`src/rtl/ps2_pkg.sv`:
```
// Shared PS/2 definitions: transmitter FSM states, frame constants and
// common keyboard command bytes.
package ps2_pkg;

  typedef enum logic [2:0] {
    IDLE,
    INHIBIT,
    REQ,
    SEND,
    ACK,
    RELEASE,
    DONE
  } ps2_state_e;

  // Host-to-device frame: 8 data bits LSB first, odd parity, stop.
  localparam int unsigned PS2_FRAME_FALLS = 10;

  localparam logic [7:0] CMD_SET_LED = 8'hED;
  localparam logic [7:0] CMD_RESET   = 8'hFF;
  localparam logic [7:0] CMD_ACK     = 8'hFA;

  typedef struct packed {
    logic       parity;
    logic [7:0] data;
  } ps2_frame_t;

  function automatic logic odd_parity(input logic [7:0] d);
    return ~^d;
  endfunction

endpackage

```
`src/rtl/ps2_line_filter.sv`:
```
// Conditions one raw PS/2 line: 2-FF synchronizer, then a run-length filter
// that accepts a new level only after FILTER_LEN equal samples.
module ps2_line_filter #(
  parameter int unsigned FILTER_LEN = 8
) (
  input  logic clk,
  input  logic reset,
  input  logic line_in,
  output logic line,
  output logic fall
);

  localparam int unsigned CNT_W = (FILTER_LEN > 1) ? $clog2(FILTER_LEN) : 1;
  localparam logic [CNT_W-1:0] CNT_LAST = CNT_W'(FILTER_LEN - 1);

  logic [1:0]       sync;
  logic             sample;
  logic [CNT_W-1:0] cnt;

  always_ff @(posedge clk or posedge reset) begin
    if (reset) sync <= 2'b11;
    else       sync <= {sync[0], line_in};
  end

  assign sample = sync[1];

  // Count consecutive samples that disagree with the accepted level.
  always_ff @(posedge clk or posedge reset) begin
    if (reset) begin
      line <= 1'b1;
      cnt  <= '0;
      fall <= 1'b0;
    end else begin
      fall <= 1'b0;
      if (sample == line) begin
        cnt <= '0;
      end else if (cnt == CNT_LAST) begin
        line <= sample;
        cnt  <= '0;
        fall <= ~sample;
      end else begin
        cnt <= cnt + CNT_W'(1);
      end
    end
  end

endmodule

```
`src/rtl/ps2_host_tx.sv`:
```
// PS/2 host-to-device transmitter: inhibits the clock, issues a
// request-to-send, shifts one byte out on device clock falls, collects the ack.
module ps2_host_tx
  import ps2_pkg::*;
#(
  parameter int unsigned CLK_KHZ    = 24390,
  parameter int unsigned INHIBIT_US = 100,
  parameter int unsigned TIMEOUT_MS = 15,
  parameter int unsigned FILTER_LEN = 8
) (
  input  logic       clk,
  input  logic       reset,
  input  logic [7:0] tx_data,
  input  logic       tx_valid,
  output logic       tx_ready,
  output logic       tx_busy,
  output logic       tx_done,
  output logic       tx_ack_ok,
  input  logic       ps2_clk_in,
  input  logic       ps2_data_in,
  output logic       ps2_clk_oe,
  output logic       ps2_data_oe
);

  localparam int unsigned INHIBIT_CYC = INHIBIT_US * CLK_KHZ / 1000;
  localparam int unsigned TIMEOUT_CYC = TIMEOUT_MS * CLK_KHZ;
  localparam int unsigned TMR_MAX     = (TIMEOUT_CYC > INHIBIT_CYC) ? TIMEOUT_CYC : INHIBIT_CYC;
  localparam int unsigned TMR_W       = $clog2(TMR_MAX + 1);

  localparam logic [TMR_W-1:0] INHIBIT_LAST = TMR_W'(INHIBIT_CYC - 1);
  localparam logic [TMR_W-1:0] TIMEOUT_LAST = TMR_W'(TIMEOUT_CYC - 1);
  localparam logic [3:0]       FALLS_LAST   = 4'(PS2_FRAME_FALLS - 1);

  ps2_state_e       state, state_n;
  ps2_frame_t       frame, frame_n;
  logic [3:0]       bit_cnt, bit_cnt_n;
  logic [TMR_W-1:0] timer, timer_n;
  logic             ack_res, ack_res_n;
  logic             data_oe_n;

  logic clk_filt, clk_fall;
  logic data_filt, data_fall_unused;

  ps2_line_filter #(.FILTER_LEN(FILTER_LEN)) u_clk_filter (
    .clk     (clk),
    .reset   (reset),
    .line_in (ps2_clk_in),
    .line    (clk_filt),
    .fall    (clk_fall)
  );

  ps2_line_filter #(.FILTER_LEN(FILTER_LEN)) u_data_filter (
    .clk     (clk),
    .reset   (reset),
    .line_in (ps2_data_in),
    .line    (data_filt),
    .fall    (data_fall_unused)
  );

  // State and registered outputs; outputs are derived from the next state so
  // they line up with the state they describe.
  always_ff @(posedge clk or posedge reset) begin
    if (reset) begin
      state       <= IDLE;
      frame       <= '0;
      bit_cnt     <= '0;
      timer       <= '0;
      ack_res     <= 1'b0;
      tx_ready    <= 1'b1;
      tx_busy     <= 1'b0;
      tx_done     <= 1'b0;
      tx_ack_ok   <= 1'b0;
      ps2_clk_oe  <= 1'b0;
      ps2_data_oe <= 1'b0;
    end else begin
      state       <= state_n;
      frame       <= frame_n;
      bit_cnt     <= bit_cnt_n;
      timer       <= timer_n;
      ack_res     <= ack_res_n;
      tx_ready    <= (state_n == IDLE);
      tx_busy     <= (state_n != IDLE);
      tx_done     <= (state_n == DONE);
      tx_ack_ok   <= (state_n == DONE) && ack_res_n;
      ps2_clk_oe  <= (state_n == INHIBIT);
      ps2_data_oe <= data_oe_n;
    end
  end

  // Next-state logic; data_oe_n is the data drive for the next state.
  always_comb begin
    state_n   = state;
    frame_n   = frame;
    bit_cnt_n = bit_cnt;
    timer_n   = timer;
    ack_res_n = ack_res;
    data_oe_n = ps2_data_oe;

    case (state)
      IDLE: begin
        data_oe_n = 1'b0;
        if (tx_valid) begin
          frame_n.data   = tx_data;
          frame_n.parity = odd_parity(tx_data);
          bit_cnt_n      = '0;
          timer_n        = '0;
          ack_res_n      = 1'b0;
          state_n        = INHIBIT;
        end
      end

      INHIBIT: begin
        if (timer == INHIBIT_LAST) begin
          timer_n   = '0;
          data_oe_n = 1'b1;
          state_n   = REQ;
        end else begin
          timer_n = timer + TMR_W'(1);
        end
      end

      REQ: begin
        timer_n = TMR_W'(1);
        state_n = SEND;
      end

      SEND: begin
        timer_n = timer + TMR_W'(1);
        if (clk_fall) begin
          bit_cnt_n = bit_cnt + 4'd1;
          if (bit_cnt < 4'd8) begin
            data_oe_n = ~frame.data[bit_cnt[2:0]];
          end else if (bit_cnt < FALLS_LAST) begin
            data_oe_n = ~frame.parity;
          end else begin
            data_oe_n = 1'b0;
            state_n   = ACK;
          end
        end
      end

      ACK: begin
        timer_n = timer + TMR_W'(1);
        if (clk_fall) begin
          ack_res_n = ~data_filt;
          state_n   = RELEASE;
        end
      end

      RELEASE: begin
        timer_n = timer + TMR_W'(1);
        if (clk_filt && data_filt) state_n = DONE;
      end

      DONE: begin
        data_oe_n = 1'b0;
        state_n   = IDLE;
      end

      default: begin
        data_oe_n = 1'b0;
        state_n   = IDLE;
      end
    endcase

    // A device that stops clocking must not hang the host.
    if ((state == SEND || state == ACK || state == RELEASE) && timer == TIMEOUT_LAST) begin
      ack_res_n = 1'b0;
      data_oe_n = 1'b0;
      state_n   = DONE;
    end
  end

endmodule

```
`config.mk`:
```
export PLATFORM = sky130hd
export DESIGN_NAME = ps2_host_tx
export DESIGN_NICKNAME = d
export VERILOG_FILES = /design/src/rtl/ps2_pkg.sv /design/src/rtl/ps2_line_filter.sv /design/src/rtl/ps2_host_tx.sv
export SDC_FILE = /design/constraint.sdc
export NUM_CORES = 1
export LEC_CHECK = 0
export BUFFER_PORTS_ARGS = -buffer_cell sky130_fd_sc_hd__buf_2
export CAP_MARGIN = 40
export CORE_UTILIZATION = 40
export CTS_CLUSTER_DIAMETER = 40
export DETAILED_ROUTE_END_ITERATION = 12
export GPL_ROUTABILITY_DRIVEN = 0
export SLEW_MARGIN = 20
export SYNTH_ARGS = -nofsm -noshare
export SYNTH_HDL_FRONTEND = slang
export SYNTH_SLANG_ARGS = --single-unit
```
`constraint.sdc`:
```
create_clock -name clk -period 2.4 [get_ports clk]
set_clock_uncertainty 0.1 [all_clocks]
set_input_delay 0.12 -clock clk [delete_from_list [all_inputs] [get_ports clk]]
set_output_delay 0.12 -clock clk [all_outputs]
set_load 0.005 [all_outputs]
```
Word-level counts from Yosys, hierarchy flattened --
Cells that the tools add are included. Widths: inputs -> output; s select.
Cells by class: add/subtract/negate cells 4, multipliers 0, divide/modulo/power cells 0, order comparisons 3, equal/unequal tests 18, shift-type cells 0, muxes and demuxes 33, bitwise logic cells 6, reductions and logical operators 19
Operator list (count):
- $pmux 19 s4 | 1
- $mux 19 | 2
- $mux 3 | 12
- $add 19x1->19 const B | 1
- $eq 19x12->1 const B | 1
- $eq 19x19->1 const B | 1
- $pmux 3 s6 | 1
- $eq 3x3->1 const B | 5
- $mux 1 | 11
- $lt 4x4->1 const B | 2
- $mux 4 | 2
- $pmux 4 s2 | 1
- $reduce_and 2->1 | 4
- $reduce_xnor 8->1 | 1
- $add 3x1->3 const B | 2
- $eq 3x1->1 const B | 2
- $eq 3x2->1 const B | 2
- $logic_not 3->1 | 2
- $not 1->1 | 6
- $reduce_and 3->1 | 2
- $reduce_or 3->1 | 2
- $add 4x1->4 const B | 1
- $lt 3x4->1 const B | 1
- $ne 2x1->1 const B | 2
- other kinds (12) | 16
Storage, ports and cells: bits in registers 55, latch bits 0, RAM bits 0, memory bits (read-only) 0, input bits 13, output and inout bits 6, logic and storage cells 102, memories kept 0

Logic depth before layout (Yosys ltp) --
Gate-level depths: netlist of the first run.
depth in word-level cells 8, mapped depth 8, depth with buffers taken out 7

Cells and area by module --
From an unflattened synthesis of the first run, not the netlist that was laid out.
Second synthesis, totals: cells, all modules 275, area, all modules 2846.5 um^2
By module, submodules not included:
- ps2_host_tx | instances 1, cells an instance 243, area an instance 2316.0 um^2, sequential area each 1052.3 um^2
- ps2_line_filter | instances 2, cells an instance 16, area an instance 265.3 um^2, sequential area each 178.9 um^2

Least setup slack after synthesis of the first run --
No wires, ideal clock.
path kind register to register, start point reg state[2], end point reg frame[0] (netlist bit), library setup time 0.125 ns, data arrival time 1.803 ns, required time 2.175 ns, setup slack 0.372 ns, stages on the path, launching flop included 5, buffers on the path 2, clock period less this slack 2.028 ns, cell sequence dfrtp_1 > buf_2 > nor4_1 > buf_2 > mux2_2
On the way: word-level cells in the longest chain between the ends 2
RTL lines:
- start, declared | line ps2_host_tx.sv:34 | ps2_state_e state, state_n;
- start signal, assigned | line ps2_host_tx.sv:76 | state <= state_n;
- $logic_not 3->1 | line ps2_host_tx.sv:99 | case (state)
- $reduce_and 2->1 (no line)
- end signal, assigned | line ps2_host_tx.sv:77 | frame <= frame_n;
- end, declared | line ps2_host_tx.sv:35 | ps2_frame_t frame, frame_n;
Every way passes these cells. A chain may end at the register's enable or synchronous reset.

Worst setup path after layout of the first run --
start point reg timer[12], end point reg timer[0]
On the way: word-level cells in the longest chain between the ends 3
RTL lines:
- start, declared | line ps2_host_tx.sv:37 | logic [TMR_W-1:0] timer, timer_n;
- start signal, assigned | line ps2_host_tx.sv:79 | timer <= timer_n;
- $eq 19x12->1 | line ps2_host_tx.sv:113 | if (timer == INHIBIT_LAST) begin
- $mux 19 | line ps2_host_tx.sv:113
- $pmux 19 s4 | line ps2_host_tx.sv:99
Every way passes these cells.

==> summary.md, run 1 <==
| Metric | Value |
|---|---|
| Largest family of logic cells by synthesized area | `simple AND/OR/NAND/NOR gates` |
| Iteration-0 DRC Markers | `115` |
| Die area | `0.00730 mm²` |
| YS warnings | `0` |
| TNS Setup | `0 ns` |
| Vias per cell | `5.17` |
| ANT cells | `0` |
| Hold buffer count at cts | `11` |
| Antenna violations before repair | `0` |
| Area grow syn2layout | `17.2%` |
| Routed length per placed instance | `13.6 µm` |
| Fin nets | `315` |
| Crit path required time | `2.48 ns` |
| I/O Buffers | `18` |
| Endpoints failing hold | `0` |
| CP peak stage delay | `0.56 ns` |
| Initial DRT Pass Iterations | `4` |
| Starting Density | `41.2%` |
| CP Max Fanout | `6` |
| Worst r2r dst | `timer[0]` |
| I/O pin cnt | `19` |
| Root buf cell | `clkbuf_8` |
| Row Count | `30` |
| RSZ-0062 raised after global routing | `no` |
| # DRC | `0` |
| Post-synthesis adder-cell area fraction | `4.04%` |
| Final setup fails | `0` |
| Clock Sinks | `55` |
| Pin slew with the least headroom to its limit | `0.453 ns` |
| Worst R2R Path Depth | `5` |
| Flops & latches, synth | `55` |
| Via count | `1932` |
| Syn Inst Count | `255` |
| Die height | `85.5 µm` |
| Die Width | `85.5 µm` |
| Critical path data arrival time | `2.25 ns` |
| Final Slew Violations | `0` |
| Outcome | `finished, final reports clean` |
| CP top delay family | `simple AND/OR/NAND/NOR gates` |
| Max VDD drop | `0.251 mV` |
| Leak | `1.45 nW` |
| Worst Min Path Start | `tx_valid` |
| Post-Layout Cell Count | `374` |
| Tot Pwr | `0.00200 W` |
| Mux contribution to synthesized area | `6.38%` |
| Post-Syn Nets | `277` |
| Fmax | `462 MHz` |
| Hold path cells | `3` |
| Number of buffers and inverters on the critical path | `0` |
| Most frequent cells in the layout | `48 x dfrtp_1, 32 x nor2_1, 23 x xnor2_1, 18 x buf_2` |
| Total setup buffers inserted after CTS | `0` |
| Crit-path cells | `or4bb_1, nor4_4, nand2_1, a2111oi_2, a221oi_1` |
| Pin count of the biggest net entering global routing | `35` |
| Crit path kind | `flop to flop` |
| Number of global-route vias before repair | `1877` |
| FFs w/ async S/R, synth | `100%` |
| Xor and xnor area share after synthesis | `9.12%` |
| R2R Setup Slk | `0.23 ns` |
| Hold Path Sink | `tx_ready` |
| Syn Area/Cell | `10.9 µm²` |
| First-pass GRT wire length | `8990 µm` |
| GRT Util Overall | `15.5%` |
| Worst hold path class | `primary input to flop` |
| Share of cells above drive strength 1 | `22.4%` |
| Hold slack | `0.135 ns` |
| Slew HR | `69.6%` |
| Worst-path clk slew | `0.10 ns` |
| Mapped Area | `0.00279 mm²` |
| Routed WL | `5100 µm` |
| Post-synthesis compound-gate area fraction | `6.33%` |
| Aggregate global routing overflow | `0` |
| Final Cycle Share | `90.3%` |
| Clock buffer count from CTS | `5` |
| Simple-gate share of the synthesized area | `21.3%` |
| Final ANT Viol Nets | `0` |
| Latest clock arrival within the worst-skew pair | `0.31 ns` |
| Clock tree from TritonCTS | `yes` |
| Core area | `0.00676 mm²` |
| PwrDens | `613 mW/mm²` |
| H-tree levels | `2` |
| CP Capture Type | `flop` |
| Commonest non-fill, non-tap cell in the layout | `dfrtp_1` |
| PostCTS Resize Cnt | `0` |
| Dpl hpwl | `3650 µm` |
| Slowest stage cell, crit path | `or4bb_1` |
| Synth cell types | `49` |
| CTS max path bufs | `2` |
| Post-synth EDFFs | `0` |
| Cells after DPL | `355` |
| RR Startpoint | `timer[12]` |
| Maxcap violations | `0` |
| Post-synthesis sequential area ratio | `49.7%` |
| Tmin final | `2.17 ns` |
| Top_reg_cell synth | `dfrtp_1` |
| Crit path launch type | `flop` |
-- worst max-delay path by stage --
stage	to	cells after the start	slack [ns]	start
after floorplan	frame[0]	4	0.37	state[2]
after global routing	timer[0]	5	0.15	timer[12]
after global placement	timer[0]	5	0.30	timer[12]
final	timer[0]	5	0.23	timer[12]
after CTS	timer[0]	5	0.25	timer[12]
after detailed placement	timer[0]	5	0.28	timer[12]
-- cell type report --
cell class              count  area (µm²)
repair buffers             40         295
clock inverters             2        38.8
inverters                  11        41.3
clock buffers               6        82.6
flip-flops and latches     55        1390
fillers                   624        3490
well taps                  80         100
multi-input cells         180        1320
-- cell usage after synthesis (6+ instances only) --
| cell | n | area, µm² |
|---|---|---|
| xor2_1 | 6 | 52.6 |
| nand2_1 | 12 | 45.0 |
| mux2_2 | 12 | 135 |
| nor2_1 | 32 | 120 |
| nor4_1 | 6 | 37.5 |
| nand4_1 | 6 | 37.5 |
| nand3_1 | 10 | 50.1 |
| inv_1 | 11 | 41.3 |
| dfstp_2 | 7 | 184 |
| ha_1 | 9 | 113 |
| xnor2_1 | 23 | 201 |
| dfrtp_1 | 48 | 1200 |
| nor3_1 | 9 | 45.0 |
-- power by group --
part	switching [W]	total [W]	leakage, nW	internal (W)
clock	0.000311	0.000655	0.0618	0.000344
combinational	0.000110	0.000241	0.695	0.000131
sequential	0.0000754	0.00111	0.693	0.00103
-- per-layer routing --
| layer | GRT usage, % | vias up | part of all wire (%) |
|---|---|---|---|
| li1 | - | 968 | - |
| met2 | 23.6 | 22 | 44 |
| met3 | 2.63 | 6 | 1.9 |
| met1 | 22.6 | 936 | 53 |
| met4 | 4.55 | 0 | 1.2 |
| met5 | 0 | - | 0 |
-- worst min-delay path, delay by kind of cell --
| kind | cells | cell delay [ns] |
|---|---|---|
| buffers and inverters | 1 | 0.10 |
| and+or+nand+nor | 2 | 0.30 |
-- state kept, by name, indices dropped and copies added (netlist names), 2 cells and up --
name	flops
frame	9
bit_cnt	4
u_clk_filter.sync	2
timer	19
state	3
u_clk_filter.cnt	3
u_data_filter.sync	2
u_data_filter.cnt	3
-- cells by family after synthesis --
group	Yosys count
flip-flops	55
buffers and inverters	20
AND/OR/NAND/NOR	105
XOR/XNOR	29
AO/OA/AOI/OAI	22
adder cells (fa/ha/maj)	9
multiplexers	15
-- stage by stage --
step	area, µm²	utilization, %	setup slack, ns
2_1_floorplan	2790	-	0.372
3_3_place_gp	3030	44.9	0.301
3_5_place_dp	3030	44.9	0.281
4_1_cts	3260	48.3	0.253
5_1_grt	3260	48.3	0.147
6_report	3260	48.3	0.234
(Power assumes the default switching activity.)
==> inputs of run 2 (changes only) <==
--- a/config.mk
+++ b/config.mk
@@ -11,6 +11,7 @@
 export CTS_CLUSTER_DIAMETER = 40
 export DETAILED_ROUTE_END_ITERATION = 12
 export GPL_ROUTABILITY_DRIVEN = 0
+export REMOVE_ABC_BUFFERS = 1
 export SLEW_MARGIN = 20
 export SYNTH_ARGS = -nofsm -noshare
 export SYNTH_HDL_FRONTEND = slang
==> run 2 against run 1 <==
  * Sequential cell count is the same
  * Power shrank 0.12%
  * Via count grew 0.10%
  * Hold slack lost 0.034 ns
  * Count of clock-buffer cells in the layout shrank 1
  * Setup slack gained 0.031 ns
  * First-iteration DRC count grew 31%
  * Clock power is essentially flat
  * Fmax grew 1.4%
  * Routed wire length shrank 0.33%
  * Sequential power is essentially flat
  * Critical path depth is the same
  * Critical path type unchanged
  * Largest power group unchanged
==> summary.md, run 2 (synthesis gave the netlist of run 1 again) <==
| Metric | Value |
|---|---|
| Worst-path clk slew | `0.10 ns` |
| Slew HR | `53.5%` |
| Commonest non-fill, non-tap cell in the layout | `dfrtp_1` |
| R2R Setup Slk | `0.26 ns` |
| Number of buffers and inverters on the critical path | `0` |
| Fin nets | `313` |
| ANT cells | `0` |
| Final ANT Viol Nets | `0` |
| Endpoints failing hold | `0` |
| Max FFs per register | `19` |
| Clock buffer count from CTS | `5` |
| Hold buffer count at cts | `11` |
| Die Width | `85.5 µm` |
| Crit path kind | `flop to flop` |
| Tot Pwr | `0.00200 W` |
| Clock tree from TritonCTS | `yes` |
| CP peak stage delay | `0.55 ns` |
| Routed length per placed instance | `13.7 µm` |
| Pin count of the biggest net entering global routing | `56` |
| PwrDens | `616 mW/mm²` |
| Pin slew with the least headroom to its limit | `0.698 ns` |
| Most frequent cells in the layout | `48 x dfrtp_1, 32 x nor2_1, 23 x xnor2_1, 18 x buf_2` |
| Crit path launch type | `flop` |
| First-pass GRT wire length | `9010 µm` |
| # DRC | `0` |
| Critical path data arrival time | `2.22 ns` |
| PostCTS Resize Cnt | `0` |
| Post-Layout Cell Count | `372` |
| Routed WL | `5080 µm` |
| Starting Density | `41.2%` |
| Maxcap violations | `0` |
| Share of cells above drive strength 1 | `21.9%` |
| Root buf cell | `clkbuf_8` |
| Final design utilization | `48.1%` |
| Largest reg by FF count | `timer` |
| Iteration-0 DRC Markers | `151` |
| Finished Cell Area | `0.00325 mm²` |
| CP Capture Type | `flop` |
| Post-DP Area | `0.00302 mm²` |
| Slowest stage cell, crit path | `or4bb_1` |
| Outcome | `finished, final reports clean` |
| H-tree levels | `2` |
| Row Count | `30` |
| Dpl hpwl | `3470 µm` |
| Area grow syn2layout | `16.5%` |
| Total setup buffers inserted after CTS | `0` |
| Die height | `85.5 µm` |
| Latest clock arrival within the worst-skew pair | `0.32 ns` |
| Fmax | `468 MHz` |
| Final Slew Violations | `0` |
| Final setup fails | `0` |
| Vias per cell | `5.20` |
| Antenna violations before repair | `0` |
| Aggregate global routing overflow | `0` |
| I/O pin cnt | `19` |
| Final Cycle Share | `89.0%` |
| Via count | `1934` |
| Initial DRT Pass Iterations | `4` |
| Crit-path cells | `or4bb_1, nor4_4, nand2_1, a2111oi_2, a221oi_1` |
| CTS max path bufs | `2` |
| Max VDD drop | `0.347 mV` |
| CP top delay family | `simple AND/OR/NAND/NOR gates` |
| RSZ-0062 raised after global routing | `no` |
| Number of global-route vias before repair | `1892` |
| Clock Sinks | `55` |
| GRT Util Overall | `15.7%` |
| I/O Buffers | `18` |
| Crit path required time | `2.49 ns` |
| Die area | `0.00730 mm²` |
| CP Max Fanout | `6` |
| Cells after DPL | `353` |
| Core area | `0.00676 mm²` |
| Leak | `1.44 nW` |
| Tmin final | `2.14 ns` |
| Worst hold path class | `primary input to flop` |
| Top flop regs | `timer (19), frame (9), bit_cnt (4)` |
[run 2: cell types whose count changed in the layout (fill, tap and decap cells not counted)]
cell,previous run,this run
buf_4,10,8
inv_8,0,1
clkbuf_8,6,5
[run 2: final timing paths]
kind                                              to                 start  cells after the start
worst max-delay path                        timer[0]             timer[12]                      5
worst min-delay path                        tx_ready              tx_valid                      3
worst max register to register              timer[0]             timer[12]                      5
worst min register to register  u_clk_filter.sync[1]  u_clk_filter.sync[0]                      0
max in group asynchronous                  timer[18]                 reset                      4
min in group asynchronous        u_clk_filter.cnt[2]                 reset                      4
[run 2: layout make-up]
type                       count  area, µm²
timing repair buffer          38        280
tap                           80        100
sequential                    55       1390
clock buffer                   5       68.8
inverter                      11       41.3
clock inverter                 3       50.0
fill                         632       3510
multi-input combinational    180       1320
[run 2: metrics by stage]
stage          worst slack [ns]  setup TNS [ns]  hold slack [ns]
2_1_floorplan            -0.219           -2.09           0.0245
3_3_place_gp              0.291               0            0.125
3_5_place_dp              0.281               0            0.126
4_1_cts                   0.261               0           0.0968
5_1_grt                  0.0760               0            0.133
6_report                  0.265               0            0.101
[run 2: metal layers]
metal | wire (µm) | up-vias | track usage [%]
li1 | - | 961 | -
met1 | 2610 | 936 | 22.9
met2 | 2280 | 32 | 23.6
met3 | 137 | 5 | 3.02
met4 | 62 | 0 | 5.00
met5 | 0 | - | 0
[run 2: report_power, final]
part,internal [W],switching (W),leakage (nW)
logic,0.000129,0.000109,0.685
registers,0.00103,0.0000781,0.693
clock network,0.000322,0.000330,0.0607
[run 2: worst register-to-register path: cells and delay by family (launching register included)]
kind	cells	cell delay (ns)
AOI/OAI and AO/OA	2	0.45
DFF	1	0.45
and+or+nand+nor	3	1.01
==> inputs of run 3 (changes only) <==
==> constraint.sdc (replaced) <==
create_clock -name clk -period 2.4 [get_ports clk]
set_clock_uncertainty 0.1 [all_clocks]
set_input_delay 0.24 -clock clk [delete_from_list [all_inputs] [get_ports clk]]
set_output_delay 0.24 -clock clk [all_outputs]
set_load 0.005 [all_outputs]
==> run 3 against run 2 <==
  * Count of clock-buffer cells in the layout is the same
  * Combinational power shrank 5%
  * Critical endpoint unchanged
  * Sequential share of layout area grew 1.1 points
  * Critical path type unchanged
==> summary.md, run 3 (synthesis gave the netlist of run 1 again) <==
| Metric | Value |
|---|---|
| Slowest stage cell, crit path | `or4bb_1` |
| CP top delay family | `simple AND/OR/NAND/NOR gates` |
| Routed WL | `4920 µm` |
| RSZ-0062 raised after global routing | `no` |
| ANT cells | `0` |
| Dpl hpwl | `3550 µm` |
| Multi-input gate area | `0.00132 mm²` |
| Fin nets | `305` |
| Die area | `0.00730 mm²` |
| Final ANT Viol Nets | `0` |
| GRT Util Overall | `15.4%` |
| Crit path kind | `flop to flop` |
| Worst setup startpoint | `timer[12]` |
| Routed length per placed instance | `13.5 µm` |
| Tmin final | `2.15 ns` |
| Worst Min Path Start | `tx_data[6]` |
| Pin slew with the least headroom to its limit | `0.615 ns` |
| Most frequent cells in the layout | `48 x dfrtp_1, 32 x nor2_1, 23 x xnor2_1, 18 x buf_2` |
| Slew HR | `59.0%` |
| Fmax | `464 MHz` |
| Leak | `1.40 nW` |
| Root buf cell | `clkbuf_8` |
| CTS max path bufs | `2` |
| Starting Density | `41.2%` |
| Tot Pwr | `0.00197 W` |
| Final setup fails | `0` |
| Aggregate global routing overflow | `0` |
| Die height | `85.5 µm` |
| Number of global-route vias before repair | `1959` |
| # DRC | `0` |
| Core area | `0.00676 mm²` |
| Commonest non-fill, non-tap cell in the layout | `dfrtp_1` |
| Post-DP Area | `0.00302 mm²` |
| CP peak stage delay | `0.55 ns` |
| Top flop regs | `timer (19), frame (9), bit_cnt (4)` |
| Vias per cell | `5.32` |
| Hold buffer count at cts | `3` |
| Number of buffers and inverters on the critical path | `0` |
| Latest clock arrival within the worst-skew pair | `0.32 ns` |
| Via count | `1938` |
| Fill cells | `641` |
| Finished Cell Area | `0.00316 mm²` |
| Max VDD drop | `0.314 mV` |
| CP Max Fanout | `6` |
| Final Slew Violations | `0` |
| Share of cells above drive strength 1 | `22.5%` |
| Iteration-0 DRC Markers | `82` |
| PostCTS Resize Cnt | `0` |
| Crit-path cells | `or4bb_1, nor4_4, nand2_1, a2111oi_2, a221oi_1` |
| Critical path data arrival time | `2.25 ns` |
| Endpoints failing hold | `0` |
| Hold slack | `0.0756 ns` |
| H-tree levels | `2` |
| Clock Sinks | `55` |
| Final Cycle Share | `89.7%` |
| I/O Buffers | `18` |
| Pin count of the biggest net entering global routing | `50` |
| RR Startpoint | `timer[12]` |
| Crit path launch type | `flop` |
| Register Area | `0.00139 mm²` |
| Clock buffer count from CTS | `5` |
| I/O pin cnt | `19` |
| Outcome | `finished, final reports clean` |
| Largest reg by FF count | `timer` |
| Worst-path clk slew | `0.11 ns` |
| Total setup buffers inserted after CTS | `0` |
| Area grow syn2layout | `13.6%` |
| Row Count | `30` |
| Die Width | `85.5 µm` |
| Maxcap violations | `0` |
| Worst hold path class | `primary input to flop` |
| Antenna violations before repair | `0` |
| Initial DRT Pass Iterations | `4` |
| First-pass GRT wire length | `9030 µm` |
| Clock tree from TritonCTS | `yes` |
| CP Capture Type | `flop` |
| Max FFs per register | `19` |
| Crit path required time | `2.50 ns` |
| PwrDens | `621 mW/mm²` |
==> run 3: final timing paths <==
| check | to | slack [ns] | depth (start not counted) |
|---|---|---|---|
| setup / recovery | timer[0] | 0.25 | 5 |
| hold / removal | frame[6] | 0.08 | 2 |
| hold reg to reg | u_clk_filter.sync[1] | 0.26 | 0 |
| max in group asynchronous | state[1] | 1.12 | 4 |
| min in group asynchronous | frame[5] | 0.25 | 3 |
| setup reg to reg | timer[0] | 0.25 | 5 |
==> run 3: power breakdown <==
part	leakage (nW)	total (W)	switching, W	internal (W)
Clock	0.0587	0.000634	0.000317	0.000317
Combinational	0.652	0.000226	0.000106	0.000120
Sequential	0.693	0.00111	0.0000749	0.00103
==> run 3: layer usage <==
layer / wire, µm / vias up / track usage, %
met5: 0 / - / 0
met4: 63 / 0 / 5.30
met3: 201 / 5 / 2.72
met2: 2250 / 56 / 24.5
met1: 2400 / 932 / 21.4
li1: - / 945 / -
==> run 3: layout make-up <==
class,count,area share [%]
Clock inverter,3,1.50
Timing Repair Buffer,30,6.33
Clock buffer,5,2.17
Sequential cell,55,43.8
Multi-Input combinational cell,180,41.8
Tap cell,80,3.16
Inverter,11,1.30
==> run 3: per-stage QoR <==
| stage | util, % | cells | setup TNS (ns) | worst slack (ns) |
|---|---|---|---|---|
| final | 46.8 | 364 | 0 | 0.246 |
| after global routing | 46.8 | 364 | 0 | 0.111 |
| after CTS | 46.8 | 364 | 0 | 0.239 |
| after detailed placement | 44.7 | 353 | 0 | 0.251 |
| after global placement | 44.7 | 353 | 0 | 0.293 |
| after floorplan | - | 246 | -2.09 | -0.219 |
